<file path="src/rtl/rst_seq_ctrl.sv">
// Reset sequencing controller: holds all domains in reset, then releases them
// one by one in index order, waiting for each domain's synchronized ready flag.
module rst_seq_ctrl #(
  parameter int NUM_DOMAINS = 3,
  parameter int HOLD_CYCLES = 4,
  parameter int TIMEOUT     = 16,
  parameter int SYNC_STAGES = 2,
  parameter int CNT_WIDTH   = 8,
  parameter int IDX_W       = (NUM_DOMAINS > 1) ? $clog2(NUM_DOMAINS) : 1
) (
  input  logic                   CLK,
  input  logic                   RST,
  input  logic                   SW_RST_REQ,
  input  logic [NUM_DOMAINS-1:0] DOMAIN_RDY,
  output logic [NUM_DOMAINS-1:0] DOMAIN_RST_N,
  output logic                   SEQ_DONE,
  output logic                   SEQ_ERR,
  output logic [IDX_W-1:0]       ERR_IDX
);

  typedef enum logic [1:0] {
    S_ASSERT   = 2'd0,
    S_WAIT_ACK = 2'd1,
    S_DONE     = 2'd2,
    S_ERROR    = 2'd3
  } state_t;

  state_t                 r_state;
  logic [CNT_WIDTH-1:0]   r_cnt;
  logic [IDX_W-1:0]       r_idx;
  logic [NUM_DOMAINS-1:0] r_rst_n;
  logic                   r_done;
  logic                   r_err;
  logic [IDX_W-1:0]       r_err_idx;
  logic [NUM_DOMAINS-1:0] r_sync [SYNC_STAGES];

  logic [NUM_DOMAINS-1:0] w_rdy_s;
  logic                   w_hold_end;
  logic                   w_tmo_end;
  logic                   w_last;
  logic [NUM_DOMAINS-1:0] w_next_mask;

  // DOMAIN_RDY crosses in from each domain's clock; plain multi-flop sync per bit.
  always_ff @(posedge CLK or posedge RST) begin
    if (RST) begin
      for (int i = 0; i < SYNC_STAGES; i++) r_sync[i] <= '0;
    end else begin
      r_sync[0] <= DOMAIN_RDY;
      for (int i = 1; i < SYNC_STAGES; i++) r_sync[i] <= r_sync[i-1];
    end
  end

  assign w_rdy_s     = r_sync[SYNC_STAGES-1];
  assign w_hold_end  = (r_cnt == CNT_WIDTH'(HOLD_CYCLES - 1));
  assign w_tmo_end   = (r_cnt == CNT_WIDTH'(TIMEOUT - 1));
  assign w_last      = (r_idx == IDX_W'(NUM_DOMAINS - 1));
  assign w_next_mask = NUM_DOMAINS'(1) << (r_idx + IDX_W'(1));

  always_ff @(posedge CLK or posedge RST) begin
    if (RST) begin
      r_state   <= S_ASSERT;
      r_cnt     <= '0;
      r_idx     <= '0;
      r_rst_n   <= '0;
      r_done    <= 1'b0;
      r_err     <= 1'b0;
      r_err_idx <= '0;
    end else if (SW_RST_REQ) begin
      // Re-sequence wins over any same-edge ready or timeout; ERR_IDX is kept.
      r_state <= S_ASSERT;
      r_cnt   <= '0;
      r_idx   <= '0;
      r_rst_n <= '0;
      r_done  <= 1'b0;
      r_err   <= 1'b0;
    end else begin
      case (r_state)
        S_ASSERT: begin
          if (w_hold_end) begin
            r_state <= S_WAIT_ACK;
            r_rst_n <= NUM_DOMAINS'(1);
            r_cnt   <= '0;
          end else begin
            r_cnt <= r_cnt + CNT_WIDTH'(1);
          end
        end
        S_WAIT_ACK: begin
          if (w_rdy_s[r_idx]) begin
            if (w_last) begin
              r_state <= S_DONE;
              r_done  <= 1'b1;
            end else begin
              r_idx   <= r_idx + IDX_W'(1);
              r_rst_n <= r_rst_n | w_next_mask;
              r_cnt   <= '0;
            end
          end else if (w_tmo_end) begin
            r_state   <= S_ERROR;
            r_err     <= 1'b1;
            r_err_idx <= r_idx;
          end else begin
            r_cnt <= r_cnt + CNT_WIDTH'(1);
          end
        end
        default: ;
      endcase
    end
  end

  assign DOMAIN_RST_N = r_rst_n;
  assign SEQ_DONE     = r_done;
  assign SEQ_ERR      = r_err;
  assign ERR_IDX      = r_err_idx;

endmodule

</file>
<file path="config.mk">
export PLATFORM = sky130hd
export DESIGN_NAME = rst_seq_ctrl
export DESIGN_NICKNAME = d
export VERILOG_FILES = /design/src/rtl/rst_seq_ctrl.sv
export SDC_FILE = /design/constraint.sdc
export NUM_CORES = 1
export LEC_CHECK = 0
export BUFFER_PORTS_ARGS = -buffer_cell sky130_fd_sc_hd__buf_2
export CAP_MARGIN = 5
export CORE_UTILIZATION = 58
export DETAILED_ROUTE_END_ITERATION = 16
export PLACE_DENSITY_LB_ADDON = 0.1
export RECOVER_POWER = 25
export SETUP_SLACK_MARGIN = 0.4
export SYNTH_ARGS = -nofsm -noshare
export SYNTH_HDL_FRONTEND = slang
export SYNTH_SLANG_ARGS = --single-unit
</file>
<file path="constraint.sdc">
create_clock -name CLK -period 5.65 [get_ports CLK]
set_input_delay 0.2825 -clock CLK [delete_from_list [all_inputs] [get_ports CLK]]
set_output_delay 0.2825 -clock CLK [all_outputs]
set_load 0.01 [all_outputs]
</file>
==> impl_metrics.env, run 1 <==
export IMPL_crit_path_start="r_idx[0]"
export IMPL_route_vias_total=910
export IMPL_holdCritPathClass="input port to register"
export IMPL_critPathCaptureType="register"
export IMPL_slew_violations=0
export IMPL_start_kind="register"
export IMPL_ctsHoldBuffers=0
export IMPL_crit_fanout=11
export IMPL_grt_pass1_vias=814
export IMPL_firstDrtPassIters=4
export IMPL_cp_data_required_time_ns=5.88
export IMPL_grt_setup_unrepaired="false"
export IMPL_final_nets=144
export IMPL_max_slew_worst_pin_slew_ns=0.897
export IMPL_r2r_slack_ns=3.55
export IMPL_synthToLayoutAreaGrowth_pct=8.93
export IMPL_diodes=0
export IMPL_cts_sinks=25
export IMPL_die_w_um=48.1
export IMPL_cts_max_level=1
export IMPL_drc=0
export IMPL_die_y_um=48.1
export IMPL_power_density_mw_per_mm2=247
export IMPL_start_util=0.622
export IMPL_area_sequential_um2=626
export IMPL_detail_route_antenna_nets=0
export IMPL_synthArstFlopShare=1.00
export IMPL_fp_dieArea_mm2=0.00231
export IMPL_criticalPathCategory="register to register"
export IMPL_arrival_ns=2.33
export IMPL_synth_distinct_cells=38
export IMPL_r2r_end="r_cnt[7]"
export IMPL_reg2reg_from="r_idx[0]"
export IMPL_synth_most_common_cell="dfrtp_1"
export IMPL_slew_headroom=0.401
export IMPL_min_period_ns=2.10
export IMPL_ctsResizeCount=0
export IMPL_place_detailed_hpwl_mm=1.63
export IMPL_p_leak_nw=0.611
export IMPL_finalSetupTns_ns=0
export IMPL_drtIter0Drc=17
export IMPL_n_fill_cell=159
export IMPL_antenna_found_initial=0
export IMPL_post_cts_setup_buffer_count=0
export IMPL_maxCapViolCount=0
export IMPL_reg2regPathDepth=7
export IMPL_crit_path_end="r_cnt[7]"
export IMPL_status="finished, final reports clean"
export IMPL_clockBufferDepth=2
export IMPL_syn_inst=118
export IMPL_portBuffers=12
export IMPL_multiInputGateArea_um2=562
export IMPL_gp_congestion=0.878
export IMPL_finalSetupViolCount=0
export IMPL_grt_max_degree=26
export IMPL_coreArea_mm2=0.00198
export IMPL_avgRoutedWirePerCell_um=13.6
export IMPL_synth_warnings=0
export IMPL_fmax_mhz=476
export IMPL_drt_vias_per_instance=5.72
export IMPL_routed_wl_mm=2.16
export IMPL_grt_use_total=0.227
export IMPL_cts_tree="yes"
export IMPL_synth_edff_count=0
export IMPL_hold_violations=0
export IMPL_synth_area_top_cells="dfrtp_1, ha_1, nor2_1"
export IMPL_clkTransAtPathRegs_ns=0.15
export IMPL_synth_common_cells="dfrtp_1, nor2_1, inv_1"
export IMPL_synth_nets=129
export IMPL_grt_pass1_wl_mm=3.51
export IMPL_drive_gt1_frac=0.205
export IMPL_avgSynthCellArea_um2=10.4
export IMPL_cts_root_buffer_cell="clkbuf_4"
export IMPL_pin_count=13
export IMPL_vdd_drop_max_mv=0.239
export IMPL_hold_ws_ns=0.0377
export IMPL_cts_buffers=3
export IMPL_synth_top_cell_area_share=0.508
export IMPL_grt_overflow=0
export IMPL_min_period_over_period=0.372
export IMPL_ys_seq_area_frac=0.508
export IMPL_num_rows=16
export IMPL_timing_clock_skew_ns=0.0109
export IMPL_worstSkewPairLatency_ns=0.34
export IMPL_synth_flop_cell="dfrtp_1"
export IMPL_synth_area_leader_cell="dfrtp_1"
export IMPL_ys_ff_latch=25
export IMPL_netlist_area_mm2=0.00123
layer usage:
layer	routed length, um	GRT usage	vias to the layer above
met3	91	0.0778	3
met2	947	0.343	19
met5	0	0	-
met4	19	0.0667	0
li1	-	-	457
met1	1100	0.312	431
worst min path at each step:
stage	startpoint	end	slack, ns	cells after the start
floorplan	RST	DOMAIN_RST_N[0]	0.31	1
global placement	r_sync[5]	w_rdy_s[2]	0.33	0
detailed placement	r_sync[4]	w_rdy_s[1]	0.34	0
CTS	DOMAIN_RDY[2]	r_sync[5]	0.02	1
global route	DOMAIN_RDY[2]	r_sync[5]	0.01	1
finish	DOMAIN_RDY[0]	r_sync[3]	0.04	1
stage by stage:
stage	utilization	worst slack (ns)	instance area (um^2)	instances	power (mW)
2_1_floorplan	-	3.87	1230	118	0.235
3_3_place_gp	0.662	3.62	1310	155	0.247
3_5_place_dp	0.662	3.55	1310	155	0.249
4_1_cts	0.677	3.54	1340	159	0.335
5_1_grt	0.677	3.39	1340	159	0.349
6_report	0.677	3.55	1340	159	0.331
state kept, by name (all words and copies together), names as in the netlist:
signal / cells
r_sync: 3
r_cnt: 8
r_state: 2
DOMAIN_RST_N: 3
SEQ_DONE: 1
ERR_IDX: 2
w_rdy_s: 3
r_idx: 2
SEQ_ERR: 1
power by group:
part           total, mW  switching (mW)  leakage, nW  internal (mW)
logic             0.0491          0.0289        0.264         0.0202
registers          0.196         0.00825        0.329          0.187
clock network     0.0864          0.0575       0.0183         0.0289
cells by family after synthesis:
group,share of synthesized area
muxes,0.0376
adders and majority gates,0.0508
xor gates and xnor gates,0.00711
DFF,0.508
buffers and inverters,0.0365
AOI/OAI and AO/OA,0.184
and+or+nand+nor,0.177
final cells by class:
type	instances	share of cell area
Clock buffer	3	0.0168
Multi-Input combinational cell	83	0.418
Timing Repair Buffer	12	0.0447
Inverter	8	0.0224
Clock inverter	1	0.00652
Tap cell	27	0.0252
Sequential cell	25	0.466
critical path, stage by stage, from the launching register on:
cell and delay (ns):
dfrtp_1 0.49, inv_1 0.12, ha_1 0.21, inv_1 0.08, o22a_1 0.25, o221ai_2 0.40
nor4b_1 0.09, or3_1 0.35
cell usage in the layout (no fill, tap or decap), types with 4 or more instances in the layout:
| cell type | n |
|---|---|
| a21oi_1 | 4 |
| a31oi_1 | 4 |
| buf_2 | 12 |
| dfrtp_1 | 25 |
| ha_1 | 5 |
| inv_1 | 8 |
| nand2_1 | 6 |
| nand3_1 | 4 |
| nor2_1 | 11 |
| o21ai_0 | 4 |
| o21ai_1 | 7 |
Note: power is estimated with default switching activity, not from simulation.
==> inputs of run 2 (changes only) <==
--- a/config.mk
+++ b/config.mk
@@ -5,9 +5,10 @@
 export SDC_FILE = /design/constraint.sdc
 export NUM_CORES = 1
 export LEC_CHECK = 0
+export ABC_AREA = 1
 export BUFFER_PORTS_ARGS = -buffer_cell sky130_fd_sc_hd__buf_2
 export CAP_MARGIN = 5
-export CORE_UTILIZATION = 58
+export CORE_UTILIZATION = 57
 export DETAILED_ROUTE_END_ITERATION = 16
 export PLACE_DENSITY_LB_ADDON = 0.1
 export RECOVER_POWER = 25
==> constraint.sdc (replaced) <==
create_clock -name CLK -period 2.1 [get_ports CLK]
set_input_delay 0.105 -clock CLK [delete_from_list [all_inputs] [get_ports CLK]]
set_output_delay 0.105 -clock CLK [all_outputs]
set_load 0.01 [all_outputs]
==> impl_metrics.env, run 2 <==
export IMPL_synth_simple_gate_area_frac=0.350
export IMPL_num_rows=17
export IMPL_cts_max_level=1
export IMPL_holdCritPathClass="input port to register"
export IMPL_netlist_area_mm2=0.00137
export IMPL_grt_setup_unrepaired="false"
export IMPL_area_sequential_um2=627
export IMPL_dp_cells=209
export IMPL_critPathCaptureType="async pin"
export IMPL_crit_path_start="RST"
export IMPL_synth_edff_count=0
export IMPL_synth_distinct_cells=20
export IMPL_n_fill_cell=198
export IMPL_synth_flop_cell="dfrtp_1"
export IMPL_diodes=0
export IMPL_start_kind="input port"
export IMPL_drtIter0Drc=41
export IMPL_placed_cell_area_mm2=0.00148
export IMPL_routed_wl_mm=2.49
export IMPL_critPathSlowestCell="clkbuf_1"
export IMPL_timing_clock_skew_ns=0.0121
export IMPL_avgRoutedWirePerCell_um=11.5
export IMPL_grt_pass1_vias=1075
export IMPL_start_util=0.615
export IMPL_cp_slowest_stage_delay_ns=0.96
export IMPL_route_vias_total=1093
export IMPL_cts_buffers=3
export IMPL_cts_tree="yes"
export IMPL_power_density_mw_per_mm2=943
export IMPL_synth_area_leader_cell="dfrtp_1"
export IMPL_p_comb_frac=0.407
export IMPL_slew_violations=0
export IMPL_synth_most_common_cell="nand2_1"
export IMPL_grt_use_total=0.229
export IMPL_firstDrtPassIters=4
export IMPL_fp_dieArea_mm2=0.00261
export IMPL_layout_common_cells="nand2_1, dfrtp_1, nand3_1, inv_1, buf_2"
export IMPL_p_sw_mw=0.624
export IMPL_ys_ff_latch=25
export IMPL_clkTransAtPathRegs_ns=0.15
export IMPL_post_cts_setup_buffer_count=0
export IMPL_die_w_um=51.1
export IMPL_hp_start="SW_RST_REQ"
export IMPL_drc=0
export IMPL_worstSkewPairLatency_ns=0.34
export IMPL_crit_family="buffers and inverters"
export IMPL_final_design_area_no_fill_mm2=0.00155
export IMPL_pin_count=13
export IMPL_detail_route_antenna_nets=0
export IMPL_syn_inst=168
export IMPL_vdd_drop_max_mv=0.651
export IMPL_place_detailed_hpwl_mm=1.77
export IMPL_finalSetupTns_ns=0
export IMPL_min_period_ns=1.60
export IMPL_r2r_slack_ns=0.57
export IMPL_cts_root_buffer_cell="clkbuf_4"
export IMPL_finalSetupViolCount=0
export IMPL_antenna_found_initial=0
export IMPL_drive_gt1_frac=0.201
export IMPL_synthToLayoutAreaGrowth_pct=12.7
export IMPL_power_switching_share=0.428
export IMPL_fin_cells=217
export IMPL_synth_area_top_cells="dfrtp_1, nand2_1, nand3_1"
export IMPL_grt_max_degree=26
export IMPL_synth_top_cell_area_share=0.456
export IMPL_power_frac_seq=0.433
export IMPL_grt_overflow=0
export IMPL_muxShareOfSynthArea=0
export IMPL_cp_data_required_time_ns=2.27
export IMPL_criticalPathCategory="input port to async pin"
export IMPL_avgSynthCellArea_um2=8.17
export IMPL_die_y_um=51.1
export IMPL_max_slew_worst_pin_slew_ns=1.33
export IMPL_drt_vias_per_instance=5.04
export IMPL_final_nets=201
export IMPL_grt_pass1_wl_mm=4.48
export IMPL_synthArstFlopShare=1.00
export IMPL_clkPwrFrac=0.160
export IMPL_maxCapViolCount=0
export IMPL_portBuffers=12
export IMPL_multiInputGateArea_um2=686
export IMPL_min_period_over_period=0.762
export IMPL_synth_compound_area_share=0.0766
export IMPL_regMostFlops="r_cnt"
export IMPL_status="finished, final reports clean"
export IMPL_fmax_mhz=625
export IMPL_synth_xor_area_frac=0.0255
export IMPL_synth_warnings=0
export IMPL_synthAdderAreaFrac=0.0456
export IMPL_gp_congestion=0.836
export IMPL_clockBufferDepth=2
export IMPL_arrival_ns=1.77
export IMPL_synth_common_cells="nand2_1, dfrtp_1, nand3_1"
export IMPL_synth_nets=179
export IMPL_coreArea_mm2=0.00223
export IMPL_synth_top_family_by_area="simple AND/OR/NAND/NOR gates"
export IMPL_slew_headroom=0.110
export IMPL_worstPathBufferInverterCount=4
export IMPL_cp_cell_sequence="dlygate4sd3_1 > buf_2 > inv_1 > clkbuf_1"
export IMPL_p_int_mw=0.833
export IMPL_ys_seq_area_frac=0.456
export IMPL_crit_fanout=25
export IMPL_p_leak_nw=0.804
export IMPL_layout_commonest_cell="nand2_1"
export IMPL_cts_sinks=25
export IMPL_reg2reg_from="r_idx[0]"
export IMPL_hold_violations=0
export IMPL_largest_register_ffs=8
==> run 2: layout make-up <==
class | instances | area share
clock inverter | 1 | 0.00566
inverter | 17 | 0.0413
sequential | 25 | 0.405
multi-input combinational | 126 | 0.443
timing repair buffer | 17 | 0.0672
tap | 28 | 0.0227
clock buffer | 3 | 0.0146
==> run 2: timing repair <==
item                       4_1_cts  5_1_grt
setup endpoints to repair        0        6
hold endpoints to repair        28        0
hold buffers                     4        0
resized for setup                0        2
==> run 2: metrics by stage <==
| stage | setup WS, ns | hold slack [ns] | utilization | power (mW) |
|---|---|---|---|---|
| 4_1_cts | 0.500 | 0.149 | 0.692 | 1.46 |
| 3_5_place_dp | 0.533 | 0.170 | 0.661 | 1.22 |
| 2_1_floorplan | 0.717 | 0.132 | - | 1.09 |
| 6_report | 0.501 | 0.166 | 0.692 | 1.46 |
| 3_3_place_gp | 0.562 | 0.161 | 0.661 | 1.20 |
| 5_1_grt | 0.228 | 0.171 | 0.692 | 1.58 |
==> run 2: per-layer routing <==
layer	track usage	wire [um]	share of wire
met5	0	0	0
met4	0.0880	30	0.012
met3	0.0357	71	0.029
met2	0.349	1090	0.44
met1	0.326	1300	0.52
==> run 2: power groups by stage <==
stage	combinational (mW)	sequential, mW	clock (mW)
finish	0.593	0.631	0.234
global route	0.682	0.639	0.256
CTS	0.596	0.626	0.241
detailed placement	0.588	0.636	0
global placement	0.572	0.633	0
floorplan	0.457	0.632	0
==> run 2: path summary, 6_finish.rpt <==
| path | endpoint | cells past startpoint |
|---|---|---|
| worst max-delay path | r_idx[0] | 4 |
| max in group CLK | r_cnt[6] | 9 |
| worst min register to register | w_rdy_s[2] | 0 |
| worst max register to register | r_cnt[6] | 9 |
| worst min-delay path | DOMAIN_RST_N[2] | 4 |
| min in group asynchronous | DOMAIN_RST_N[2] | 4 |
==> run 2: worst min-delay path: stages <==
cell and delay (ns):
buf_2 0.19, nor2_1 0.07, nand3_1 0.07, nand2_1 0.05
==> run 2: kinds of logic (layout without fill, tap and decap cells) <==
group / count (synthesis) / in the layout
xor gates and xnor gates: 4 / 4
AOI/OAI and AO/OA: 19 / 19
DFF: 25 / 25
buffers and inverters: 17 / 38
and+or+nand+nor: 98 / 98
adders and majority gates: 5 / 5
